File: config.mk
export PLATFORM = sky130hd
export DESIGN_NAME = r0_writeback_collector_flat
export DESIGN_NICKNAME = d
export VERILOG_FILES = /design/src/rtl/r0_writeback_collector_if.sv /design/src/rtl/r0_writeback_collector.sv /design/src/flat_wrapper.sv
export SDC_FILE = /design/constraint.sdc
export NUM_CORES = 1
export LEC_CHECK = 0
export CAP_MARGIN = 20
export CORE_ASPECT_RATIO = 1.4
export CORE_MARGIN = 1.5
export CORE_UTILIZATION = 48
export CTS_CLUSTER_DIAMETER = 80
export DETAILED_ROUTE_END_ITERATION = 8
export PLACE_DENSITY = 0.8
export SETUP_SLACK_MARGIN = 0.2
export SYNTH_ARGS = -nofsm -noshare
export SYNTH_HDL_FRONTEND = slang
export SYNTH_SLANG_ARGS = --single-unit
File: constraint.sdc
create_clock -name clk -period 2 [get_ports clk]
set_input_delay 0.2 -clock clk [delete_from_list [all_inputs] [get_ports clk]]
set_output_delay 0.2 -clock clk [all_outputs]
set_load 0.03 [all_outputs]
File: src/rtl/r0_writeback_collector_if.sv
// rtl/r0_writeback_collector_if.sv - result-in / r0-register-out bundle for the writeback collector
interface r0_writeback_collector_if #(
  parameter int WIDTH     = 8,
  parameter int CNT_WIDTH = 8
);
  logic                 en;
  logic [1:0]           state;
  logic [WIDTH-1:0]     in1;
  logic [WIDTH-1:0]     in2;
  logic [WIDTH-1:0]     reg1;
  logic [WIDTH-1:0]     reg2;
  logic                 busy;
  logic                 ready;
  logic [CNT_WIDTH-1:0] wr_count;

  modport master (
    output en, state, in1, in2,
    input  reg1, reg2, busy, ready, wr_count
  );

  modport slave (
    input  en, state, in1, in2,
    output reg1, reg2, busy, ready, wr_count
  );
endinterface

File: src/rtl/r0_writeback_collector.sv
// rtl/r0_writeback_collector.sv - writes one or two datapath results back into the r0 register pair
module r0_writeback_collector #(
  parameter int               WIDTH       = 8,
  parameter logic [WIDTH-1:0] RESET_VALUE = '0,
  parameter int               CNT_WIDTH   = 8
) (
  input  logic                  clk,
  input  logic                  reset,
  r0_writeback_collector_if.slave bus
);

  typedef enum logic [1:0] {
    IDLE   = 2'd0,
    WRITE1 = 2'd1,
    WRITE2 = 2'd2,
    DONE   = 2'd3
  } fsm_t;

  fsm_t                 fsm_q, fsm_d;
  logic [1:0]           hold_mode;
  logic [WIDTH-1:0]     hold1, hold2;
  logic [WIDTH-1:0]     reg1_q, reg2_q;
  logic [CNT_WIDTH-1:0] cnt_q;
  logic                 busy_q, ready_q;
  logic                 accept;

  assign accept = (fsm_q == IDLE) && bus.en;

  always_comb begin
    fsm_d = fsm_q;
    unique case (fsm_q)
      IDLE: begin
        if (bus.en) begin
          unique case (bus.state)
            2'd0:    fsm_d = DONE;
            2'd2:    fsm_d = WRITE2;
            default: fsm_d = WRITE1;
          endcase
        end
      end
      WRITE1:  fsm_d = (hold_mode == 2'd3) ? WRITE2 : DONE;
      WRITE2:  fsm_d = DONE;
      DONE:    fsm_d = IDLE;
      default: fsm_d = IDLE;
    endcase
  end

  // busy/ready are registered from the next state so they line up with fsm_q
  always_ff @(posedge clk or posedge reset) begin
    if (reset) begin
      fsm_q     <= IDLE;
      hold_mode <= 2'd0;
      hold1     <= '0;
      hold2     <= '0;
      reg1_q    <= RESET_VALUE;
      reg2_q    <= RESET_VALUE;
      cnt_q     <= '0;
      busy_q    <= 1'b0;
      ready_q   <= 1'b0;
    end else begin
      fsm_q   <= fsm_d;
      busy_q  <= (fsm_d != IDLE);
      ready_q <= (fsm_d == DONE);
      if (accept) begin
        hold_mode <= bus.state;
        hold1     <= bus.in1;
        hold2     <= bus.in2;
      end
      if (fsm_q == WRITE1) begin
        reg1_q <= hold1;
        cnt_q  <= cnt_q + CNT_WIDTH'(1);
      end
      if (fsm_q == WRITE2) begin
        reg2_q <= hold2;
        cnt_q  <= cnt_q + CNT_WIDTH'(1);
      end
    end
  end

  assign bus.reg1     = reg1_q;
  assign bus.reg2     = reg2_q;
  assign bus.busy     = busy_q;
  assign bus.ready    = ready_q;
  assign bus.wr_count = cnt_q;

endmodule

File: src/flat_wrapper.sv
// flat-port wrapper written by rule: the top's interface ports become plain ports
module r0_writeback_collector_flat 
#(
  parameter int               WIDTH       = 8,
  parameter logic [WIDTH-1:0] RESET_VALUE = '0,
  parameter int               CNT_WIDTH   = 8
)
  (clk, reset, bus_en, bus_state, bus_in1, bus_in2, bus_reg1, bus_reg2, bus_busy, bus_ready, bus_wr_count);
  r0_writeback_collector_if #(.WIDTH(WIDTH), .CNT_WIDTH(CNT_WIDTH)) bus_i ();
  input  logic clk;
  input  logic reset;
  input wire logic [$bits(bus_i.en)-1:0] bus_en;
  input wire logic [$bits(bus_i.state)-1:0] bus_state;
  input wire logic [$bits(bus_i.in1)-1:0] bus_in1;
  input wire logic [$bits(bus_i.in2)-1:0] bus_in2;
  output wire logic [$bits(bus_i.reg1)-1:0] bus_reg1;
  output wire logic [$bits(bus_i.reg2)-1:0] bus_reg2;
  output wire logic [$bits(bus_i.busy)-1:0] bus_busy;
  output wire logic [$bits(bus_i.ready)-1:0] bus_ready;
  output wire logic [$bits(bus_i.wr_count)-1:0] bus_wr_count;
  assign bus_i.en = bus_en;
  assign bus_i.state = bus_state;
  assign bus_i.in1 = bus_in1;
  assign bus_i.in2 = bus_in2;
  assign bus_reg1 = bus_i.reg1;
  assign bus_reg2 = bus_i.reg2;
  assign bus_busy = bus_i.busy;
  assign bus_ready = bus_i.ready;
  assign bus_wr_count = bus_i.wr_count;
  r0_writeback_collector #(.WIDTH(WIDTH), .RESET_VALUE(RESET_VALUE), .CNT_WIDTH(CNT_WIDTH)) u_core (.clk(clk), .reset(reset), .bus(bus_i));
endmodule
==> flow_summary.toml <==
[sta]
finalCriticalPeriod_ns = 1.665
rsz0062_at_grt = "no"
hold_violations = 0
max_freq_mhz = 600.5
worst_slew_pin_slew_ns = 0.5554
slew_headroom_pct = 62.97
slew_viol_final = 0
finalCritPeriodShare_pct = 83.27
setup_viol = 0
skew_ns = 0.004228
tns_ns = 0

[yosys]
avgSynthCellArea_um2 = 15.56
synth_fp_nets = 148
synth.distinct_cells = 26
ys.warnings.count = 0
synthCells = 122
ys_seq_elements = 46
netlist_area_um2 = 1898
ys_seq_area_share_pct = 60.65

[cts]
clk_pin_slew_ns = 0.08
htreeDepth = 2
cts_setup_buffers = 0
cts_tree = "built"
cts_root_buffer = "clkbuf_8"
cts_resized = 0
cts_sinks = 46
cts_buffer_depth = 2
cts_hold_buf = 0
clk_latency_ns = 0.29
cts_buffers = 5

[setup_path]
path_cells = "clkdlybuf4s50_1"
cp-start-kind = "register"
regToRegStartpoint = "u_core.fsm_q[1]$_DFF_PP0_"
cpPeakStageDelay_ns = 0.71
worstPathRequired_ns = 1.80
r2r-end = "u_core.bus.wr_count[7]$_DFFE_PP0P_"
crit_buf_inv = 1
r2r_cells = 5
worstPathMaxFanout = 5
path_class = "register to output port"
crit_family = "buffers and inverters"
cp.arrival_ns = 1.47
endpoint_kind = "output port"
r2r_setup_slack_ns = 0.39
slowest_stage = "clkdlybuf4s50_1"

[power_and_ir_drop]
p_leak_nw = 1.108
p_per_area_nw_per_um2 = 1790
total_power_mw = 4.418
max-vdd-ir-drop_mv = 1.149

[hold_path]
hp-class = "input pin to async pin"

[floorplan]
die_h_um = 77.41
io_pins = 47
coreArea_um2 = 3709
initial_utilization_pct = 51.18
die-area_um2 = 4346
core.rowCount = 26
die_width_um = 56.15

[job]
cap_violations = 0

[grt]
grt_pass1_wl_um = 5982
grt_pass1_vias = 1247
grtUsageTotal_pct = 17.91
grt_util_met3_pct = 5.667
grt.met2_usage_pct = 29.41
grt_busiest_layer = "met2"
antenna_found_initial = 0
gr-total-overflow = 0
grt_max_degree = 47
gr-usage-met1_pct = 22.17

[drt]
dr.pass1.iters = 4
drt_iter0_drc = 12
vias = 1130
post_drt_via_cell_ratio = 5.280
drc = 0
wl_per_cell_um = 16.21
antenna_left = 0
drt_wl_total_um = 3470

[placement]
hpwl_um = 2527
io_buffers = 46
dp.cells = 207
place.gp.congestion = 0.7481

[layout]
synthToLayoutAreaGrowth_pct = 30.06
diodes = 0
nNetsFinal = 198
mostFrequentLayoutCells = "clkdlybuf4s50_1, dfrtp_1, mux2_2"
layout-drive-gt1-share_pct = 27.91
fin_cells = 214

[run_status]
status = "finished clean"
flip-flops by register name (all words and copies together) (netlist names):
register and flops:
u_core.bus.busy 1, u_core.bus.ready 1, u_core.bus.reg1 8, u_core.bus.reg2 8, u_core.bus.wr_count 8, u_core.fsm_q 2
u_core.hold1 8, u_core.hold2 8, u_core.hold_mode 2
Yosys cell counts:
master    instances  area [µm²]
nand4_1           2       12.51
nor2_1            2       7.510
o211ai_1          1       7.510
nand2_4           1       11.26
and3_1            1       6.260
a21oi_2           1       8.760
a21boi_0          1       7.510
mux2_4           10       150.1
nand3b_1          1       7.510
xnor2_1           4       35.03
mux2_2           25       281.5
nand2_1           4       15.01
nand2b_2          1       8.760
nand3_1           1       5.000
or2b_1            1       7.510
buf_4             1       7.510
buf_6             1       11.26
o21bai_1          1       7.510
buf_2             2       10.01
nor3_1            1       5.000
ha_1              5       62.56
inv_1             4       15.01
a31o_1            1       8.760
nand4_4           1       21.27
xor2_1            3       26.28
dfrtp_1          46        1151
power breakdown:
| group | switching [mW] | internal [mW] |
|---|---|---|
| Clock | 0.280 | 0.234 |
| Combinational | 1.08 | 1.12 |
| Sequential | 0.301 | 1.40 |
| Total | 1.66 | 2.76 |
how the worst max path moves through the flow:
stage | endpoint | cells past startpoint | slack [ns] | start
2_1_floorplan | u_core.bus.wr_count[7]$_DFFE_PP0P_ | 6 | 0.60 | u_core.fsm_q[1]$_DFF_PP0_
3_3_place_gp | u_core.bus.wr_count[7]$_DFFE_PP0P_ | 5 | 0.43 | u_core.fsm_q[1]$_DFF_PP0_
3_5_place_dp | u_core.bus.wr_count[7]$_DFFE_PP0P_ | 5 | 0.40 | u_core.fsm_q[1]$_DFF_PP0_
4_1_cts | bus_wr_count[0] | 1 | 0.32 | u_core.bus.wr_count[0]$_DFFE_PP0P_
5_1_grt | bus_wr_count[0] | 1 | 0.27 | u_core.bus.wr_count[0]$_DFFE_PP0P_
6_report | bus_wr_count[2] | 1 | 0.33 | u_core.bus.wr_count[2]$_DFFE_PP0P_
worst register-to-register path: stages (launching register included):
cell and delay, ns:
dfrtp_1 0.40, inv_1 0.10, ha_1 0.47, nand4_4 0.16, nor3_1 0.25, xor2_1 0.16
routing by layer:
metal	vias up	wire length [µm]
met1	573	1420
met3	7	208
met4	0	57
li1	513	-
met2	37	1785
met5	-	0
cell families (layout without fill, tap and decap cells):
kind of cell | count (synthesis) | count (layout) | share of synthesized area (%)
flops | 46 | 46 | 60.65
mux | 35 | 35 | 22.74
simple gates | 16 | 16 | 5.669
xor+xnor | 7 | 7 | 3.230
compound gates | 5 | 5 | 2.110
buf+inv | 8 | 58 | 2.307
fa+ha+maj | 5 | 5 | 3.296
metrics by stage:
stage | util (%) | setup slack, ns | hold WS, ns | cell area, µm²
3_5_place_dp | 64.44 | 0.4014 | 0.4789 | 2390
4_1_cts | 66.57 | 0.3205 | 0.3736 | 2469
2_1_floorplan | - | 0.5994 | 0.3485 | 1898
6_report | 66.57 | 0.3346 | 0.3553 | 2469
3_3_place_gp | 64.44 | 0.4301 | 0.4607 | 2390
5_1_grt | 66.57 | 0.2693 | 0.4078 | 2469
layout make-up:
| cell class | count | area, µm² |
|---|---|---|
| Fill cell | 288 | 1240 |
| Sequential cell | 46 | 1151 |
| Multi-Input combinational cell | 68 | 703.2 |
| Timing Repair Buffer | 47 | 467.9 |
| Clock buffer | 5 | 68.82 |
| Tap cell | 42 | 52.55 |
| Inverter | 4 | 15.01 |
| Clock inverter | 2 | 10.01 |
Power figures use the tool's default switching activity.
==> edit 1, RTL diff (same settings) <==
`CNT_WIDTH` is set to 8 in 3 places; all go to 12.
--- a/src/rtl/r0_writeback_collector_if.sv
+++ b/src/rtl/r0_writeback_collector_if.sv
@@ -2,5 +2,5 @@
 interface r0_writeback_collector_if #(
   parameter int WIDTH     = 8,
-  parameter int CNT_WIDTH = 8
+  parameter int CNT_WIDTH = 12
 );
   logic                 en;
--- a/src/rtl/r0_writeback_collector.sv
+++ b/src/rtl/r0_writeback_collector.sv
@@ -3,5 +3,5 @@
   parameter int               WIDTH       = 8,
   parameter logic [WIDTH-1:0] RESET_VALUE = '0,
-  parameter int               CNT_WIDTH   = 8
+  parameter int               CNT_WIDTH   = 12
 ) (
   input  logic                  clk,
--- a/src/flat_wrapper.sv
+++ b/src/flat_wrapper.sv
@@ -4,5 +4,5 @@
   parameter int               WIDTH       = 8,
   parameter logic [WIDTH-1:0] RESET_VALUE = '0,
-  parameter int               CNT_WIDTH   = 8
+  parameter int               CNT_WIDTH   = 12
 )
   (clk, reset, bus_en, bus_state, bus_in1, bus_in2, bus_reg1, bus_reg2, bus_busy, bus_ready, bus_wr_count);
Ports: changed (resized bus_wr_count); port bits go from 47 to 51. The function was not compared with the original's and may differ.
==> edit 1 against the original RTL <==
Design area up 10%; worst setup slack worse by 0.053 ns; first-iteration DRC count grew to 3.3 times the old value; the flow now finishes with violations (design-rule violations); sequential power is 6% higher; utilization is 0.97 points higher; clock skew is 0.00067 ns lower; area after synthesis increased by 7.7%; combinational power decreased by 4%; highest routed layer unchanged; routed wire length grew 8.1%; sequential cell count increased by 4; power up 4.0%.
==> edit 1: results (changes against the original RTL) <==
status = complete, but fails checks
failing checks = design-rule violations
initial antenna violation count = 0 (unchanged)
Cell variety after synth = 24 (-7.7%)
Worst-path clk slew = 0.08 ns (about the same)
fin crit period = 1.72 ns (+0.0529 ns)
IO Port Bufs = 50 (+8.7%)
first-pass GRT wire length = 6400 microns (+6.9%)
Synth Area in Compound Gates = 1.77% (-0.33 points)
Area contributors post-synth = dfrtp_1 (61%), mux2_2 (15%), mux2_1 (3.9%)
Mapped Cells = 139 (+14%)
Worst R2R End = u_core.bus.wr_count[11]
post_cts resized = 0 (unchanged)
worst-skew pair later-pin latency = 0.30 ns
DRC errors left = 5 (+5)
initial drt markers = 39 (+27)
switching share of power = 36.9% (-0.69 points)
share of layout cells above drive strength 1 = 23.6% (-4.3 points)
CP endpoint = bus_wr_count[3]
Synth Warn # = 0 (unchanged)
CP max stage cell = clkdlybuf4s50_1
Vias/cell = 5.29 (+0.26%)
final net count = 220 (+11%)
xor/xnor share of the synthesized area = 4.71% (+1.5 points)
HP Class = input port to asynchronous set/reset pin
Post-Syn Nets = 165 (+11%)
CTS Root Cell = clkbuf_8
Clock Power = 0.681 mW (+32%)
Comb. pwr = 2.12 mW (-4%)
final std cells w/o fill = 238 (+11%)
R2R setup slack = 0.37 ns (-0.02 ns)
fillers = 328 (+14%)
Slew @ Worst Pin = 0.483 ns (-0.0720 ns)
Antenna Cells = 0 (unchanged)
H-tree lvl count = 2 (unchanged)
Post-synth ARST share = 100% (unchanged)
Arrival @ worst endpoint = 1.52 ns (+0.05 ns)
multiplexer area fraction after synthesis = 19.3% (-3.5 points)
Setup WS pre-CTS = 0.307 ns (-0.0939 ns)
dpl cells = 230 (+11%)
Total Routing Usage GR = 18.5% (+0.61 points)
slowest stage delay, CP = 0.73 ns (+0.02 ns)
largest net degree at the start of global routing = 30 (-36%)
Inserted Clock Buffers = 5 (unchanged)
Placer Congestion = 0.721 (-3.6%)
P_leak = 1.18 nW (+6.8%)
DR pass1 iterations = 7 (+3)
Post-Synth Adder-Cell Area = 3.06% (-0.24 points)
Critical Path Fanout Max = 6 (+1)
routed length per instance = 15.8 microns (-2.8%)
Worst Setup SP = u_core.bus.wr_count[3]
Psw = 1.70 mW (+2.1%)
Worst VDD drop = 1070 uV (-6.7%)
Worst Skew = 0.00356 ns (-0.000671 ns)
number of global-route vias before repair = 1381 (+11%)
delay-heaviest family, CP = buffers and inverters
maximum clock path buffer count = 2 (unchanged)
most frequent cells after synthesis = dfrtp_1 (50), mux2_2 (28), mux2_1 (7), xor2_1 (7), nand2_1 (6)
dpl hpwl = 2780 microns (+9.9%)
sequential-to-total area share from yosys stat = 61.2% (+0.55 points)
==> edit 1: changes by cell type in the layout (fill, tap and decap cells not counted), sizes merged, moves of 2 or more <==
cell and change:
clkdlybuf4s50 +4, dfrtp +4, nand2 +2, nand3 +2
nor2 +2, nor4 +2, xor2 +4
==> edit 1: worst min path at each step <==
stage,from,endpoint,slack (ns)
floorplan,bus_in1[0],u_core.hold1[0],0.33
global placement,u_core.bus.wr_count[11],u_core.bus.wr_count[11],0.47
detailed placement,u_core.bus.wr_count[11],u_core.bus.wr_count[11],0.46
CTS,reset,u_core.bus.reg2[4],0.25
global route,reset,u_core.hold2[5],0.28
finish,reset,u_core.hold2[5],0.24
==> edit 1: final cells by class <==
type                            count  share of cell area (%)
Sequential cell                    50                    46.1
Multi-Input combinational cell     80                    27.8
Timing Repair Buffer               52                    19.4
Clock buffer                        5                    2.53
Tap cell                           43                    1.98
Clock inverter                      3                    1.47
Inverter                            5                   0.691
==> edit 1: layer usage <==
metal  wire length [microns]  share of wire (%)  vias to the layer above  global-route usage [%]
met5                       0                  0                        -                       0
met4                      61                1.6                        0                    6.98
met3                     177                4.7                        5                    4.99
met2                    2020                 54                       36                    31.9
met1                    1490                 40                      635                    21.7
li1                        -                  -                      584                       -
==> edit 1: kinds of logic (layout without fill, tap and decap cells) <==
group	Yosys count	count (layout)
flip-flops	50	50
adder cells (fa/ha/maj)	5	5
AND/OR/NAND/NOR	24	24
AO/OA/AOI/OAI	5	5
buffers and inverters	9	65
XOR/XNOR	11	11
multiplexers	35	35
==> edit 1: metrics by stage <==
step,utilization [%],cell area [sq um]
2_1_floorplan,-,2040
3_3_place_gp,64.8,2600
3_5_place_dp,64.8,2600
4_1_cts,67.5,2710
5_1_grt,67.5,2720
6_report,67.5,2720
==> edit 2, RTL diff (same settings) <==
Made on the original files. Re-encode `fsm_t` (4 states) as one-hot, 4 bits wide.
--- a/src/rtl/r0_writeback_collector.sv
+++ b/src/rtl/r0_writeback_collector.sv
@@ -10,9 +10,9 @@
 );
 
-  typedef enum logic [1:0] {
-    IDLE   = 2'd0,
-    WRITE1 = 2'd1,
-    WRITE2 = 2'd2,
-    DONE   = 2'd3
+  typedef enum logic [3:0] {
+    IDLE   = 4'b0001,
+    WRITE1 = 4'b0010,
+    WRITE2 = 4'b0100,
+    DONE   = 4'b1000
   } fsm_t;
 
Formal check against the unedited RTL: no difference found for any inputs over 10 cycles, from zero or initial values and one cycle with reset high; not proved beyond that.
==> edit 2 against the original RTL <==
Sequential cell count is 2 higher; power decreased by 13%; critical path depth unchanged; sequential power down 3%; via count increased by 5.8%; area after synthesis increased by 0.99%; routed wire length decreased by 1.5%; design area rose by 3.6%; largest power group is now sequential cells; critical endpoint is now bus_wr_count[0]; worst setup slack better by 0.034 ns; clock skew about the same.
==> edit 2: results (changes against the original RTL) <==
status = completed
fillers = 292 (+1.4%)
Cell variety after synth = 25 (-3.8%)
Via Count = 1196 (+5.8%)
initial drt markers = 17 (+5)
sequential-to-total area share from yosys stat = 62.7% (+2.1 points)
Clock power frac = 16.9% (+5.2 points)
Psw = 1.31 mW (-21%)
P_leak = 1.11 nW (+0.49%)
Placer Congestion = 0.833 (+11%)
largest net degree at the start of global routing = 23 (-51%)
Hold Slack = 0.212 ns (-0.143 ns)
fin util = 65.8% (-0.74 points)
most frequent cells after synthesis = dfrtp_1 (47), mux2_2 (35), xor2_1 (7)
number of global-route vias before repair = 1268 (+1.7%)
area of placed instances = 2460 sq um (+2.9%)
Worst VDD drop = 1110 uV (-3.2%)
first-pass GRT wire length = 5920 microns (-1.0%)
final std cells w/o fill = 224 (+4.7%)
Arrival @ worst endpoint = 1.43 ns (-0.04 ns)
R2R setup slack = 0.39 ns (about the same)
combinational power share = 39.8% (-10 points)
share of layout cells above drive strength 1 = 27.6% (-0.28 points)
H-tree lvl count = 2 (unchanged)
routed length per instance = 15.3 microns (-5.9%)
dpl hpwl = 2570 microns (+1.7%)
Comb. pwr = 1.52 mW (-31%)
FMAX = 0.613 GHz (+2.1%)
Worst Skew = 0.00447 ns (+0.000243 ns)
Area contributors post-synth = dfrtp_1 (61%), mux2_2 (21%), xor2_1 (3.2%)
Post-Syn Nets = 150 (+1.4%)
Total Routing Usage GR = 17.9% (about the same)
Setup WS pre-CTS = 0.356 ns (-0.0454 ns)
syn avg cell area = 15.0 sq um (-3.7%)
final net count = 204 (+3.0%)
-- edit 2: cell types whose count changed after synthesis, sizes merged, moves of 2 or more --
cell   unedited run  this run
inv               4         2
nor3              1         3
nand4             3         1
xor2              3         7
o31ai             0         2
ha                5         1
nand3             1         3
xnor2             4         1
nor4              0         3
nor4b             0         3
-- edit 2: final timing paths --
kind / from / to / cells after the start
max: u_core.bus.wr_count[0] / bus_wr_count[0] / 1
min: reset / u_core.bus.wr_count[7] / 2
max reg2reg: u_core.fsm_q[3] / u_core.bus.reg2[2] / 2
min reg2reg: u_core.bus.wr_count[7] / u_core.bus.wr_count[7] / 1
max in group asynchronous: reset / u_core.bus.reg1[7] / 3
min in group clk: u_core.bus.wr_count[7] / u_core.bus.wr_count[7] / 1
-- edit 2: logic make-up (layout without fill, tap and decap cells) --
group / count (synthesis) / after routing / synth area share [%]
simple gates: 26 / 26 / 9.53
xor+xnor: 8 / 8 / 3.66
compound gates: 5 / 5 / 1.70
fa+ha+maj: 1 / 1 / 0.653
flops: 48 / 48 / 62.7
mux: 35 / 35 / 20.6
buf+inv: 5 / 58 / 1.17
-- edit 2: worst reg2reg max path, stage by stage, from the launching register on --
cell     delay [ns]
dfrtp_1        0.48
nor4b_4        0.61
mux2_2         0.41
-- edit 2: cell type report --
| type | count | area share [%] |
|---|---|---|
| repair buffers | 50 | 19.7 |
| clock buffers | 5 | 2.69 |
| flip-flops and latches | 48 | 47.0 |
| clock inverters | 1 | 1.17 |
| multi-input cells | 75 | 27.1 |
| well taps | 43 | 2.10 |
| inverters | 2 | 0.294 |
-- edit 2: metal layers --
layer / part of all wire (%) / GRT usage (%)
met1: 39 / 19.5
met2: 54 / 31.8
met3: 4.2 / 4.83
met4: 3.0 / 8.33
met5: 0 / 0
